[config.mk]
export PLATFORM = sky130hd
export DESIGN_NAME = serial_paralelo_sync_flat
export DESIGN_NICKNAME = d
export VERILOG_FILES = /design/src/rtl/serial_paralelo_sync_pkg.sv /design/src/rtl/serial_paralelo_sync_if.sv /design/src/rtl/serial_comma_detect.sv /design/src/rtl/serial_paralelo_sync.sv /design/src/flat_wrapper.sv
export SDC_FILE = /design/constraint.sdc
export NUM_CORES = 1
export LEC_CHECK = 0
export ABC_AREA = 1
export CAP_MARGIN = 20
export CELL_PAD_IN_SITES_DETAIL_PLACEMENT = 1
export CELL_PAD_IN_SITES_GLOBAL_PLACEMENT = 2
export CORE_MARGIN = 1.5
export CORE_UTILIZATION = 37
export DETAILED_ROUTE_END_ITERATION = 7
export DONT_BUFFER_PORTS = 1
export GPL_ROUTABILITY_DRIVEN = 0
export PLACE_DENSITY_LB_ADDON = 0.1
export SETUP_SLACK_MARGIN = 0.5
export SLEW_MARGIN = 25
export SYNTH_ARGS = -nofsm -noshare
export SYNTH_HDL_FRONTEND = slang
export SYNTH_SLANG_ARGS = --single-unit
[constraint.sdc]
create_clock -name clk_32f -period 1.8 [get_ports clk_32f]
set_input_delay 0.36 -clock clk_32f [delete_from_list [all_inputs] [get_ports clk_32f]]
set_output_delay 0.36 -clock clk_32f [all_outputs]
set_load 0.01 [all_outputs]
[src/rtl/serial_paralelo_sync_pkg.sv]
// Shared serial-link definitions: FSM encoding and
// default comma/idle code words for the RX and TX sides.
package serial_paralelo_sync_pkg;

  typedef enum logic [1:0] {
    SEARCH = 2'd0,
    ALIGN  = 2'd1,
    ACTIVE = 2'd2
  } link_state_e;

  localparam logic [7:0] COMMA_DEF = 8'hBC;
  localparam logic [7:0] IDLE_DEF  = 8'h7C;
  localparam int         LOCK_DEF  = 4;

endpackage

[src/rtl/serial_paralelo_sync_if.sv]
// Serial-in / parallel-out bundle between the line
// receiver and the parallel datapath.
interface serial_paralelo_sync_if #(
  parameter int WIDTH = 8
);
  logic             data_in;
  logic             resync;
  logic [WIDTH-1:0] data_out;
  logic             valid_out;
  logic             active_out;
  logic             idle_out;

  modport master (
    output data_in,
    output resync,
    input  data_out,
    input  valid_out,
    input  active_out,
    input  idle_out
  );

  modport slave (
    input  data_in,
    input  resync,
    output data_out,
    output valid_out,
    output active_out,
    output idle_out
  );
endinterface

[src/rtl/serial_comma_detect.sv]
// Sliding WIDTH-bit window over the serial line with
// combinational comma / idle compare.
module serial_comma_detect #(
  parameter int               WIDTH     = 8,
  parameter logic [WIDTH-1:0] COMMA     = '0,
  parameter logic [WIDTH-1:0] IDLE_WORD = '1
) (
  input  logic             clk_i,
  input  logic             rst_ni,
  input  logic             bit_i,
  output logic [WIDTH-1:0] w_o,
  output logic             is_comma_o,
  output logic             is_idle_o
);

  logic [WIDTH-2:0] sr_q;
  logic [WIDTH-2:0] sr_d;

  assign w_o        = {sr_q, bit_i};
  assign sr_d       = w_o[WIDTH-2:0];
  assign is_comma_o = (w_o == COMMA);
  assign is_idle_o  = (w_o == IDLE_WORD);

  always_ff @(posedge clk_i or negedge rst_ni) begin
    if (!rst_ni) begin
      sr_q <= '0;
    end else begin
      sr_q <= sr_d;
    end
  end

endmodule

[src/rtl/serial_paralelo_sync.sv]
// Serial-to-parallel receiver: comma search, lock
// qualification over LOCK_COMMAS words, then word output.
module serial_paralelo_sync
  import serial_paralelo_sync_pkg::*;
#(
  parameter int               WIDTH       = 8,
  parameter logic [WIDTH-1:0] COMMA       = WIDTH'(COMMA_DEF),
  parameter logic [WIDTH-1:0] IDLE_WORD   = WIDTH'(IDLE_DEF),
  parameter int               LOCK_COMMAS = LOCK_DEF
) (
  input  logic                 clk_32f,
  input  logic                 reset,
  serial_paralelo_sync_if.slave bus
);

  localparam int BCW = $clog2(WIDTH);
  localparam int CW  = $clog2(LOCK_COMMAS + 1);

  localparam logic [BCW-1:0] BC_LAST  = BCW'(WIDTH - 1);
  localparam logic [CW-1:0]  CNT_LOCK = CW'(LOCK_COMMAS);

  logic [WIDTH-1:0] w;
  logic             is_comma;
  logic             is_idle;

  link_state_e      state_q, state_d;
  logic [BCW-1:0]   bc_q, bc_d;
  logic [CW-1:0]    cnt_q, cnt_d;
  logic [CW-1:0]    cnt_inc;
  logic [WIDTH-1:0] data_q, data_d;
  logic             valid_q, valid_d;
  logic             active_q, active_d;
  logic             idle_q, idle_d;
  logic             boundary;

  serial_comma_detect #(
    .WIDTH     (WIDTH),
    .COMMA     (COMMA),
    .IDLE_WORD (IDLE_WORD)
  ) u_detect (
    .clk_i      (clk_32f),
    .rst_ni     (reset),
    .bit_i      (bus.data_in),
    .w_o        (w),
    .is_comma_o (is_comma),
    .is_idle_o  (is_idle)
  );

  assign boundary = (bc_q == BC_LAST);
  assign cnt_inc  = cnt_q + CW'(1);

  always_comb begin
    state_d = state_q;
    bc_d    = bc_q;
    cnt_d   = cnt_q;
    data_d  = data_q;
    valid_d = 1'b0;
    idle_d  = idle_q;

    if (state_q != SEARCH) begin
      bc_d = boundary ? '0 : bc_q + BCW'(1);
    end

    if (bus.resync) begin
      state_d = SEARCH;
      bc_d    = '0;
      cnt_d   = '0;
      idle_d  = 1'b0;
    end else begin
      unique case (state_q)
        SEARCH: begin
          if (is_comma) begin
            bc_d    = '0;
            cnt_d   = CW'(1);
            state_d = (LOCK_COMMAS > 1) ? ALIGN : ACTIVE;
          end
        end
        ALIGN: begin
          if (boundary) begin
            if (is_comma) begin
              cnt_d = cnt_inc;
              if (cnt_inc == CNT_LOCK) begin
                state_d = ACTIVE;
              end
            end else begin
              state_d = SEARCH;
              cnt_d   = '0;
            end
          end
        end
        ACTIVE: begin
          if (boundary) begin
            // commas keep alignment but carry no payload
            unique case (1'b1)
              is_comma: ;
              is_idle:  idle_d = 1'b1;
              default: begin
                data_d  = w;
                valid_d = 1'b1;
                idle_d  = 1'b0;
              end
            endcase
          end
        end
        default: begin
          state_d = SEARCH;
          cnt_d   = '0;
        end
      endcase
    end

    active_d = (state_d == ACTIVE);
  end

  always_ff @(posedge clk_32f or negedge reset) begin
    if (!reset) begin
      state_q  <= SEARCH;
      bc_q     <= '0;
      cnt_q    <= '0;
      data_q   <= '0;
      valid_q  <= 1'b0;
      active_q <= 1'b0;
      idle_q   <= 1'b0;
    end else begin
      state_q  <= state_d;
      bc_q     <= bc_d;
      cnt_q    <= cnt_d;
      data_q   <= data_d;
      valid_q  <= valid_d;
      active_q <= active_d;
      idle_q   <= idle_d;
    end
  end

  assign bus.data_out   = data_q;
  assign bus.valid_out  = valid_q;
  assign bus.active_out = active_q;
  assign bus.idle_out   = idle_q;

endmodule
[src/flat_wrapper.sv]
// flat-port wrapper written by rule: the top's interface ports become plain ports
module serial_paralelo_sync_flat import serial_paralelo_sync_pkg::*;
#(
  parameter int               WIDTH       = 8,
  parameter logic [WIDTH-1:0] COMMA       = WIDTH'(COMMA_DEF),
  parameter logic [WIDTH-1:0] IDLE_WORD   = WIDTH'(IDLE_DEF),
  parameter int               LOCK_COMMAS = LOCK_DEF
)
  (clk_32f, reset, bus_data_in, bus_resync, bus_data_out, bus_valid_out, bus_active_out, bus_idle_out);
  serial_paralelo_sync_if #(.WIDTH(WIDTH)) bus_i ();
  input  logic clk_32f;
  input  logic reset;
  input wire logic [$bits(bus_i.data_in)-1:0] bus_data_in;
  input wire logic [$bits(bus_i.resync)-1:0] bus_resync;
  output wire logic [$bits(bus_i.data_out)-1:0] bus_data_out;
  output wire logic [$bits(bus_i.valid_out)-1:0] bus_valid_out;
  output wire logic [$bits(bus_i.active_out)-1:0] bus_active_out;
  output wire logic [$bits(bus_i.idle_out)-1:0] bus_idle_out;
  assign bus_i.data_in = bus_data_in;
  assign bus_i.resync = bus_resync;
  assign bus_data_out = bus_i.data_out;
  assign bus_valid_out = bus_i.valid_out;
  assign bus_active_out = bus_i.active_out;
  assign bus_idle_out = bus_i.idle_out;
  serial_paralelo_sync #(.WIDTH(WIDTH), .COMMA(COMMA), .IDLE_WORD(IDLE_WORD), .LOCK_COMMAS(LOCK_COMMAS)) u_core (.clk_32f(clk_32f), .reset(reset), .bus(bus_i));
endmodule
## After elaboration in Yosys (flattened, before gate mapping)

Cells that the tools add are included.

| operators by class | value |
|---|---|
| $add $sub $neg | 2 |
| bitwise gates (word level) | 2 |
| reductions and logical operators | 8 |
| eq/ne operators | 11 |
| multiplexer cells | 24 |

Operators with widths:

| kind | number |
|---|---|
| $mux W3 | 9 |
| $mux W2 | 5 |
| $pmux W3 S3 | 1 |
| $eq A8 B7 Y1 const B | 1 |
| $eq A8 B8 Y1 const B | 1 |
| $mux W1 | 7 |
| $add A3 B1 Y3 const B | 2 |
| $eq A3 B3 Y1 const B | 2 |
| $ne A3 B2 Y1 const B | 2 |
| $pmux W2 S3 | 1 |
| $reduce_and A3 Y1 | 2 |
| $reduce_bool A2 Y1 | 3 |
| $eq A2 B2 Y1 const B | 2 |
| $ne A2 B2 Y1 const B | 2 |
| $reduce_and A4 Y1 | 1 |
| $eq A2 B1 Y1 const B | 1 |
| $logic_not A2 Y1 | 1 |
| $not A1 Y1 | 2 |
| $pmux W1 S2 | 1 |
| $reduce_or A2 Y1 | 1 |

| storage, ports and cells | value |
|---|---|
| input bits | 4 |
| bits in registers | 26 |
| logic and storage cells | 55 |

## Logic depth before layout (Yosys ltp)

Gate-level depths: netlist (run 1).

| depth | value |
|---|---|
| depth in word-level cells | 8 |
| gate-level depth with buffers | 9 |
| depth with buffers taken out | 9 |

## Cells and area by module

Synthesis (run 1) repeated with hierarchy kept, for this count alone.

| unflattened totals | value |
|---|---|
| cells, all modules | 130 |
| area total of the unflattened synthesis | 1164.9 µm² |

By module, submodules not included:

| module | times used | cells each | area each (µm²) |
|---|---|---|---|
| serial_paralelo_sync | 1 | 108 | 929.6 |
| serial_comma_detect | 1 | 22 | 235.2 |

## Least setup slack after synthesis (run 1)

Ideal clock, no wire load.

| path | value |
|---|---|
| path type | register -> register |
| from | register u_core.bc_q[0] |
| to | register u_core.cnt_q[0] |
| period minus slack after synthesis | 1324 ps |
| data arrival time | 1248 ps |
| cell stages (with the launch flop) | 10 |
| required time | 1724 ps |
| slack | 476 ps |
| path through | dfrtp_1 ha_1 ha_1 inv_1 nand3_1 nand2_1 inv_1 nand2_1 nand2_1 o21ai_1 |

| on the way | value |
|---|---|
| word-level cells in the longest chain between the ends | 3 |

Ends and longest elaborated chain:

| item | line | RTL |
|---|---|---|
| start: declaration | serial_paralelo_sync.sv:27 | `logic [BCW-1:0] bc_q, bc_d;` |
| start signal: assignment | serial_paralelo_sync.sv:118 | `bc_q <= '0;` |
| start signal: assignment | serial_paralelo_sync.sv:126 | `bc_q <= bc_d;` |
| $eq A3 B3 Y1 | serial_paralelo_sync.sv:49 | `assign boundary = (bc_q == BC_LAST);` |
| $ne A3 B2 Y1 (no line) | - |  |
| $reduce_and A3 Y1 (no line) | - |  |
| end signal: assignment | serial_paralelo_sync.sv:127 | `cnt_q <= cnt_d;` |
| end: declaration | serial_paralelo_sync.sv:28 | `logic [CW-1:0] cnt_q, cnt_d;` |

Every way passes these cells.
A chain may end at the register's enable or synchronous reset.

## Worst setup path in the final report (run 1)

| path | value |
|---|---|
| from | register u_core.bc_q[0] |
| to | register u_core.idle_q, in the netlist u_core.bus.idle_out |

| on the way | value |
|---|---|
| word-level cells in the longest chain between the ends | 3 |

Ends and longest elaborated chain:

| item | line | RTL |
|---|---|---|
| $eq A3 B3 Y1 | serial_paralelo_sync.sv:49 |  |
| $reduce_bool A2 Y1 (no line) | - |  |
| $reduce_and A3 Y1 (no line) | - |  |
| end signal: assignment | serial_paralelo_sync.sv:131 | `idle_q <= idle_d;` |
| end: declaration | serial_paralelo_sync.sv:33 | `logic idle_q, idle_d;` |

Every way passes these cells.

==> flow_metrics.env, run 1 <==
export IMPL_reg2reg_slack_ns=0.41
export IMPL_place_area_sq_mm=0.00126
export IMPL_io_buffers=0
export IMPL_grt_pass1_wl_mm=4.17
export IMPL_antenna_found_initial=0
export IMPL_seq_area_frac_synth_pct=54.1
export IMPL_hold_violations=0
export IMPL_antenna_cells=0
export IMPL_clk_latency_ns=0.32
export IMPL_cp_cell_sequence="ha_2 -> ha_4 -> inv_4 -> nor2_4 -> buf_12 -> buf_12 -> nand3b_1 -> nand2_1"
export IMPL_wl_met1_mm=1.16
export IMPL_finClkSkew_ns=0.00244
export IMPL_crit_path_start_kind="register"
export IMPL_grt_pass1_vias=928
export IMPL_startpoint="u_core.bc_q[0]$_DFF_PN0_"
export IMPL_drt_iter0_drc=15
export IMPL_rsz0062_at_grt="yes"
export IMPL_firstDrtPassIters=2
export IMPL_total_power_w=0.00105
export IMPL_ir_worst_vdd_mv=0.344
export IMPL_clk_pin_slew_ns=0.15
export IMPL_cp_required_ns=2.03
export IMPL_ioPinCount=15
export IMPL_setup_viol=0
export IMPL_final_max_slew_violation_count=0
export IMPL_cts_htree_levels=1
export IMPL_synthesis_area_sq_mm=0.00120
export IMPL_finalNetCount=163
export IMPL_synth_compound_area_share_pct=4.78
export IMPL_crit_path_top_delay_cell="dfrtp_1"
export IMPL_relSlewSlack_pct=79.5
export IMPL_cts_max_path_buffers=2
export IMPL_synth_top_family_by_area="simple AND/OR/NAND/NOR gates"
export IMPL_grt_max_degree=27
export IMPL_syn_inst=136
export IMPL_syn_nets=144
export IMPL_slowest_delay_ns=0.41
export IMPL_critPathMaxFanout=5
export IMPL_worstPathArrival_ns=1.62
export IMPL_cap_viol_max_count=0
export IMPL_layout_min_cycle_time_ns=1.39
export IMPL_fin_setup_tns_ns=0
export IMPL_drc=0
export IMPL_cts_buffers_inserted=3
export IMPL_ant_nets=0
export IMPL_max_clock_freq_ghz=0.719
export IMPL_die_w_um=60.0
export IMPL_synth_xor_area_share_pct=0.728
export IMPL_final_area_sq_mm=0.00153
export IMPL_synth_cell_types=20
export IMPL_hpwl_mm=1.79
export IMPL_synth_warnings=0
export IMPL_power_density_mw_per_mm2=691
export IMPL_tightestPinTransition_ns=0.305
export IMPL_run_status="completed"
export IMPL_synth_area_mux_share_pct=0
export IMPL_post_route_period_util_pct=77.2
export IMPL_cp_common_cell="buf_12"
export IMPL_hold_path_class="input port to register"
export IMPL_wl_per_cell_um=13.4
export IMPL_core_area_sq_mm=0.00308
export IMPL_initial_core_util_pct=39.1
export IMPL_dieArea_sq_mm=0.00360
export IMPL_root_buffer="clkbuf_4"
export IMPL_wl_met3_um=53
export IMPL_synth_adder_area_share_pct=4.16
export IMPL_end_kind="register"
export IMPL_tritoncts="built"
export IMPL_die_h_um=60.0
export IMPL_reg2reg_from="u_core.bc_q[0]$_DFF_PN0_"
export IMPL_drive_above_1_share_pct=28.6
export IMPL_layout_commonest_cell="nand2_1"
export IMPL_synthSimpleGateAreaFrac_pct=31.6
export IMPL_area_growth_pct=26.7
export IMPL_via_count=946
export IMPL_power_leakage_nw=0.798
export IMPL_gr_total_overflow=0
export IMPL_ff2ff_path_depth=8
export IMPL_final_cell_mix="nand2_1, dfrtp_1, inv_1"
export IMPL_syn_area_per_cell_sq_um=8.85
export IMPL_reg2reg_to="u_core.bus.idle_out$_DFFE_PN0P_"
export IMPL_endpoint="u_core.bus.idle_out$_DFFE_PN0P_"
export IMPL_wirelength_mm=2.66
export IMPL_dr_wl_met2_mm=1.42
export IMPL_viasPerCell=4.78
export IMPL_grt_usage_pct=15.9
export IMPL_ys_seq_elements=26
export IMPL_worst_setup_path_type="register to register"
export IMPL_cts_sinks=26
export IMPL_rows=20
export IMPL_routed_top_layer="met4"
==> worst min path at each step <==
stage / slack (ns) / start / end / cells after the start
6_report: 0.04 / bus_data_in / u_core.u_detect.sr_q[0]$_DFF_PN0_ / 0
5_1_grt: 0.005 / bus_data_in / u_core.u_detect.sr_q[0]$_DFF_PN0_ / 0
4_1_cts: 0.02 / bus_data_in / u_core.u_detect.sr_q[0]$_DFF_PN0_ / 0
3_5_place_dp: 0.06 / reset / u_core.bus.data_out[2]$_DFFE_PN0P_ / 0
3_3_place_gp: 0.06 / reset / u_core.bus.data_out[2]$_DFFE_PN0P_ / 0
2_1_floorplan: 0.06 / reset / u_core.bc_q[0]$_DFF_PN0_ / 0
==> cell families after synthesis <==
logic type / count (synthesis)
flops: 26
xor+xnor: 1
fa+ha+maj: 4
buf+inv: 15
compound gates: 11
simple gates: 79
==> power breakdown <==
| part | switching (W) | internal, W | total, W | leakage [nW] |
|---|---|---|---|---|
| clock | 0.000180 | 0.000225 | 0.000405 | 0.0279 |
| sequential | 0.00000739 | 0.000593 | 0.000600 | 0.347 |
| combinational | 0.0000301 | 0.0000182 | 0.0000483 | 0.423 |
| total | 0.000218 | 0.000836 | 0.00105 | 0.798 |
==> metrics by stage <==
| step | worst slack (ns) | cells | hold slack [ns] | utilization [%] |
|---|---|---|---|---|
| floorplan | 0.502 | 136 | 0.0644 | - |
| global placement | 0.370 | 180 | 0.0649 | 40.9 |
| detailed placement | 0.318 | 180 | 0.0650 | 40.9 |
| CTS | 0.450 | 189 | 0.0235 | 45.8 |
| global route | 0.370 | 198 | 0.00477 | 49.6 |
| finish | 0.410 | 198 | 0.0439 | 49.6 |
==> state kept, by name (all words and copies together) (netlist names) <==
| signal | flops |
|---|---|
| u_core.bc_q | 3 |
| u_core.u_detect.sr_q | 7 |
| u_core.state_q | 2 |
| u_core.bus.data_out | 8 |
| u_core.bus.active_out | 1 |
| u_core.bus.idle_out | 1 |
| u_core.bus.valid_out | 1 |
| u_core.cnt_q | 3 |
==> Yosys cell counts (all sizes together) <==
library cell  count  area (sq um)
nor3              2          10.0
nand3            11          67.6
a21oi             4          20.0
ha                4          50.1
nor2             14          91.3
o21ai             6          30.0
dfrtp            26           651
xnor2             1          8.76
nand3b            1          7.51
nand2            50           198
o21bai            1          7.51
inv              15          56.3
or2               1          6.26
==> routing by layer <==
layer  track usage (%)  up-vias
met1              18.9      470
met4              2.86        0
met3              5.41        2
li1                  -      464
met2              28.0       10
met5                 0        -
==> critical path, delay by kind of cell, from the launching register on <==
family                   cells  cell delay [ns]
flip-flops                   1             0.41
adder cells (fa/ha/maj)      2             0.39
buffers and inverters        3             0.32
AND/OR/NAND/NOR              3             0.17
==> final cells by class <==
type | instances | area (sq um)
fill | 359 | 1550
clock inverter | 1 | 30.0
inverter | 15 | 58.8
multi-input combinational | 96 | 567
sequential | 26 | 651
clock buffer | 3 | 22.5
tap | 44 | 55.1
timing repair buffer | 13 | 141
==> repair_timing <==
item                       4_1_cts  5_1_grt
resized for setup               10       12
hold buffers                     2        0
gates cloned                     0        1
hold endpoints to repair        26        0
setup endpoints to repair       14       17
pin swaps                        7       15
setup buffers                    3        8
No activity file was read; power rests on OpenSTA's default activity.
==> inputs of run 2 (changes only) <==
clock period = 1.39 ns   (was 1.8 ns; I/O delays follow)
==> run 2 against run 1 <==
Net effect:
- critical path depth did not move
- power rose by 33%
- critical path type unchanged
- largest cell class is now multi-input combinational cells
- sequential share of layout area fell by 4.0 points
- first-iteration DRC count rose by 87%
- global-route usage rose by 3.5 points
- fmax rose by 2.5%
==> flow_metrics.env, run 2 (synthesis results as in run 1) <==
export IMPL_grt_usage_pct=19.4
export IMPL_antenna_found_initial=0
export IMPL_wirelength_mm=3.05
export IMPL_largest_register_ffs=8
export IMPL_ff2ff_path_depth=8
export IMPL_placed_cells=181
export IMPL_rows=20
export IMPL_clk_latency_ns=0.34
export IMPL_swShare_pct=22.0
export IMPL_max_clock_freq_ghz=0.737
export IMPL_tightestPinTransition_ns=0.307
export IMPL_clk_pin_slew_ns=0.16
export IMPL_post_route_period_util_pct=97.6
export IMPL_dieArea_sq_mm=0.00360
export IMPL_viasPerCell=4.77
export IMPL_end_kind="register"
export IMPL_setup_viol=0
export IMPL_worst_setup_path_type="register to register"
export IMPL_root_buffer="clkbuf_4"
export IMPL_pre_cts_ws_ns=0.0334
export IMPL_grt_max_degree=27
export IMPL_power_switching_w=0.000308
export IMPL_area_growth_pct=40.2
export IMPL_worst_slack_ns=0.0332
export IMPL_post_route_util_pct=54.8
export IMPL_gr_total_overflow=0
export IMPL_io_buffers=0
export IMPL_via_count=987
export IMPL_die_w_um=60.0
export IMPL_cts_sinks=26
export IMPL_cts_htree_levels=1
export IMPL_tritoncts="built"
export IMPL_p_clk_share_pct=38.7
export IMPL_final_cell_mix="nand2_1, dfrtp_1, buf_4"
export IMPL_ir_worst_vdd_mv=0.460
export IMPL_critPathMaxFanout=7
export IMPL_combPwrFrac_pct=5.6
export IMPL_hold_path_class="input port to register"
export IMPL_ant_nets=0
export IMPL_ioPinCount=15
export IMPL_hold_violations=0
export IMPL_place_area_sq_mm=0.00130
export IMPL_cts_max_path_buffers=2
export IMPL_cts_buffers_inserted=3
export IMPL_internal_power_w=0.00109
export IMPL_final_area_sq_mm=0.00169
export IMPL_cp_required_ns=1.64
export IMPL_initial_core_util_pct=39.1
export IMPL_drc=0
export IMPL_power_density_mw_per_mm2=829
export IMPL_layout_min_cycle_time_ns=1.36
export IMPL_reg2reg_slack_ns=0.03
export IMPL_layout_commonest_cell="nand2_1"
export IMPL_hpwl_mm=1.87
export IMPL_finalNetCount=172
export IMPL_rsz0062_at_grt="yes"
export IMPL_firstDrtPassIters=4
export IMPL_finClkSkew_ns=0.00705
export IMPL_holdPathStages=2
export IMPL_die_h_um=60.0
export IMPL_drive_above_1_share_pct=49.1
export IMPL_core_area_sq_mm=0.00308
export IMPL_relSlewSlack_pct=79.4
export IMPL_drt_iter0_drc=28
export IMPL_grt_pass1_vias=1034
export IMPL_final_max_slew_violation_count=0
export IMPL_grt_pass1_wl_mm=5.01
export IMPL_run_status="completed"
export IMPL_crit_path_start_kind="register"
export IMPL_wl_per_cell_um=14.7
export IMPL_worstPathArrival_ns=1.61
export IMPL_cap_viol_max_count=0
export IMPL_seqPwrFrac_pct=55.7
export IMPL_power_leakage_nw=0.872
export IMPL_antenna_cells=0
export IMPL_instances_no_fill=207
## run 2: cell count changes in the layout (fill, tap and decap cells not counted), moves of 4 or more
cell | previous run | this run
nand2_2 | 6 | 14
nand3_1 | 9 | 2
nand2_1 | 43 | 33
inv_1 | 10 | 6
buf_4 | 8 | 15
nand3_2 | 1 | 8
inv_2 | 4 | 8
## run 2: power groups by stage
stage	sequential [W]	combinational, W	clock, W
final	0.000780	0.0000781	0.000542
after global routing	0.000782	0.0000881	0.000581
after CTS	0.000778	0.0000636	0.000551
after detailed placement	0.000792	0.0000300	0
after global placement	0.000791	0.0000288	0
after floorplan	0.000789	0.0000248	0
## run 2: cell type report
type                            instances  area, sq um
Multi-Input combinational cell         96          658
Clock buffer                            3         22.5
Tap cell                               44         55.1
Timing Repair Buffer                   22          210
Sequential cell                        26          653
Fill cell                             360         1390
Clock inverter                          1         30.0
Inverter                               15         58.8
## run 2: worst paths after layout
check | endpoint | startpoint
max | u_core.bus.data_out[7]$_DFFE_PN0P_ | u_core.bc_q[1]$_DFF_PN0_
min | u_core.bus.data_out[0]$_DFFE_PN0P_ | bus_data_in
max reg2reg | u_core.bus.data_out[7]$_DFFE_PN0P_ | u_core.bc_q[1]$_DFF_PN0_
min reg2reg | u_core.u_detect.sr_q[3]$_DFF_PN0_ | u_core.u_detect.sr_q[2]$_DFF_PN0_
max in group asynchronous | u_core.state_q[1]$_DFF_PN0_ | reset
min in group asynchronous | u_core.bus.data_out[7]$_DFFE_PN0P_ | reset
## run 2: timing repair
action	4_1_cts	5_1_grt
endpoints found under the setup margin	30	30
buffers inserted	10	8
cloned	1	0
pin swaps	17	15
hold endpoints to repair	27	1
hold buffers	2	1
gates resized for setup	21	24
## run 2: stage by stage
step,setup TNS [ns],hold slack (ns),total power (W)
global route,-0.0736,0.0476,0.00145
floorplan,0,-0.0176,0.000814
detailed placement,0,-0.0169,0.000822
global placement,0,-0.0171,0.000820
CTS,0,-0.0660,0.00139
finish,0,0.0554,0.00140
## run 2: worst max-delay path, stage by stage (launching register included)
cell     delay, ns
dfrtp_1       0.42
ha_2          0.20
ha_4          0.17
inv_4         0.06
nor2_4        0.04
buf_12        0.14
buf_6         0.12
nand3_2       0.06
nand2_1       0.06
## run 2: routing by layer
metal	share of wire, %	up-vias	global-route usage (%)
met4	1.3	0	7.62
met5	0	-	0
met3	2.2	4	3.25
met2	52	13	30.6
li1	-	485	-
met1	45	485	26.5
==> inputs of run 3 (changes only) <==
CELL_PAD_IN_SITES_DETAIL_PLACEMENT = 0   (was 1)
RECOVER_POWER = 100   (was not set)
==> run 3 against run 2 <==
Net effect:
- design area fell by 9.1%
- clock skew up 0.0021 ns
- global-route usage fell by 4.0 points
- combinational power is 17% lower
- fmax increased by 2.2%
- highest routed layer unchanged
==> flow_metrics.env, run 3 (synthesis results as in run 1) <==
export IMPL_use_met2_pct=24.5
export IMPL_final_cell_mix="nand2_1, dfrtp_1, nand3_1, buf_4"
export IMPL_tritoncts="built"
export IMPL_post_route_util_pct=49.8
export IMPL_post_route_period_util_pct=95.5
export IMPL_ant_nets=0
export IMPL_multi_input_area_sq_um=583
export IMPL_run_status="completed"
export IMPL_layout_area_seq_sq_um=652
export IMPL_total_power_w=0.00123
export IMPL_ir_worst_vdd_mv=0.428
export IMPL_drt_iter0_drc=30
export IMPL_gr_total_overflow=0
export IMPL_grt_pass1_vias=942
export IMPL_drc=0
export IMPL_nFillCells=316
export IMPL_initial_core_util_pct=39.1
export IMPL_largest_register_ffs=8
export IMPL_layout_commonest_cell="nand2_1"
export IMPL_power_density_mw_per_mm2=803
export IMPL_cp_required_ns=1.66
export IMPL_whs_ns=0.0773
export IMPL_drive_above_1_share_pct=35.2
export IMPL_tightestPinTransition_ns=0.645
export IMPL_area_growth_pct=27.4
export IMPL_cap_viol_max_count=0
export IMPL_cts_max_path_buffers=2
export IMPL_grt_pass1_wl_mm=4.12
export IMPL_combPwrFrac_pct=5.3
export IMPL_setup_viol=0
export IMPL_seqPwrFrac_pct=63.1
export IMPL_cts_htree_levels=1
export IMPL_crit_path_start_kind="register"
export IMPL_grt_busiest_layer="met2"
export IMPL_clk_latency_ns=0.33
export IMPL_power_switching_w=0.000278
export IMPL_ioPinCount=15
export IMPL_end_kind="register"
export IMPL_final_max_slew_violation_count=0
export IMPL_layout_min_cycle_time_ns=1.33
export IMPL_rows=20
export IMPL_swShare_pct=22.6
export IMPL_core_area_sq_mm=0.00308
export IMPL_cts_sinks=26
export IMPL_worst_setup_path_type="register to register"
export IMPL_relSlewSlack_pct=57.0
export IMPL_power_leakage_nw=0.821
export IMPL_via_count=928
export IMPL_grt_max_degree=27
export IMPL_fin_setup_tns_ns=0
export IMPL_wirelength_mm=2.43
export IMPL_internal_power_w=0.000954
export IMPL_hpwl_mm=1.63
export IMPL_p_clk_share_pct=31.6
export IMPL_die_h_um=60.0
export IMPL_clk_pin_slew_ns=0.15
export IMPL_worstPathArrival_ns=1.60
export IMPL_hold_path_class="input port to register"
export IMPL_grt_use_met1_pct=20.2
export IMPL_wl_per_cell_um=12.0
export IMPL_use_met3_pct=2.81
export IMPL_max_clock_freq_ghz=0.753
export IMPL_critPathMaxFanout=5
export IMPL_cts_buffers_inserted=3
export IMPL_placed_cells=181
export IMPL_antenna_found_initial=0
export IMPL_root_buffer="clkbuf_4"
export IMPL_hold_violations=0
export IMPL_finClkSkew_ns=0.00913
export IMPL_rsz0062_at_grt="yes"
export IMPL_die_w_um=60.0
export IMPL_finalNetCount=168
export IMPL_grt_usage_pct=15.4
export IMPL_io_buffers=0
export IMPL_antenna_cells=0
export IMPL_instances_no_fill=203
export IMPL_dieArea_sq_mm=0.00360
export IMPL_firstDrtPassIters=3
export IMPL_viasPerCell=4.57
-- run 3: cell types whose count changed in the layout (fill, tap and decap cells not counted), moves of 2 or more --
cell	previous run	this run
buf_4	15	9
nand3_2	8	1
nand3_1	2	9
nand2_1	33	41
buf_12	2	0
nand2_2	14	7
clkbuf_4	3	6
-- run 3: what timing repair did --
item	CTS	global route
gates cloned	0	1
setup endpoints to repair	30	30
setup buffers	5	9
hold buffers	3	0
resized for setup	10	13
endpoints found under the hold margin	27	0
pin swaps	9	15
-- run 3: final timing paths --
path | start | endpoint | slack, ns | depth (start not counted)
setup / recovery | u_core.bc_q[1]$_DFF_PN0_ | u_core.bus.data_out[2]$_DFFE_PN0P_ | 0.06 | 7
hold / removal | bus_data_in | u_core.bus.data_out[0]$_DFFE_PN0P_ | 0.08 | 2
setup reg to reg | u_core.bc_q[1]$_DFF_PN0_ | u_core.bus.data_out[2]$_DFFE_PN0P_ | 0.06 | 7
hold reg to reg | u_core.u_detect.sr_q[3]$_DFF_PN0_ | u_core.u_detect.sr_q[4]$_DFF_PN0_ | 0.43 | 0
max in group asynchronous | reset | u_core.state_q[1]$_DFF_PN0_ | 0.44 | 2
min in group asynchronous | reset | u_core.bus.active_out$_DFF_PN0_ | 0.50 | 2
-- run 3: power groups by stage --
stage                     registers (W)  clock network (W)  logic (W)
after detailed placement       0.000792                  0  0.0000292
after CTS                      0.000777           0.000413  0.0000591
after global routing           0.000780           0.000427  0.0000755
after floorplan                0.000789                  0  0.0000248
after global placement         0.000791                  0  0.0000288
final                          0.000778           0.000389  0.0000650
-- run 3: metal layers --
layer / routed length (um) / up-vias
met1: 1220 / 439
met2: 1110 / 13
met5: 0 / -
met4: 23 / 0
li1: - / 474
met3: 77 / 2
-- run 3: per-stage QoR --
stage          cell area (sq um)  worst slack [ns]
6_report                    1530            0.0619
4_1_cts                     1440            0.0856
5_1_grt                     1530           0.00572
3_5_place_dp                1300            0.0539
2_1_floorplan               1240             0.183
3_3_place_gp                1300            0.0645
-- run 3: final cells by class --
type	count	area share [%]
sequential	26	42.5
multi-input combinational	96	38.0
timing repair buffer	18	9.71
tap	44	3.59
clock buffer	4	2.37
inverter	15	3.83
-- run 3: critical path: stages, from the launching register on --
cell	delay, ns
dfrtp_1	0.39
ha_2	0.19
ha_4	0.16
inv_4	0.04
nor2_4	0.21
buf_6	0.15
nand3_1	0.07
nand2_1	0.07
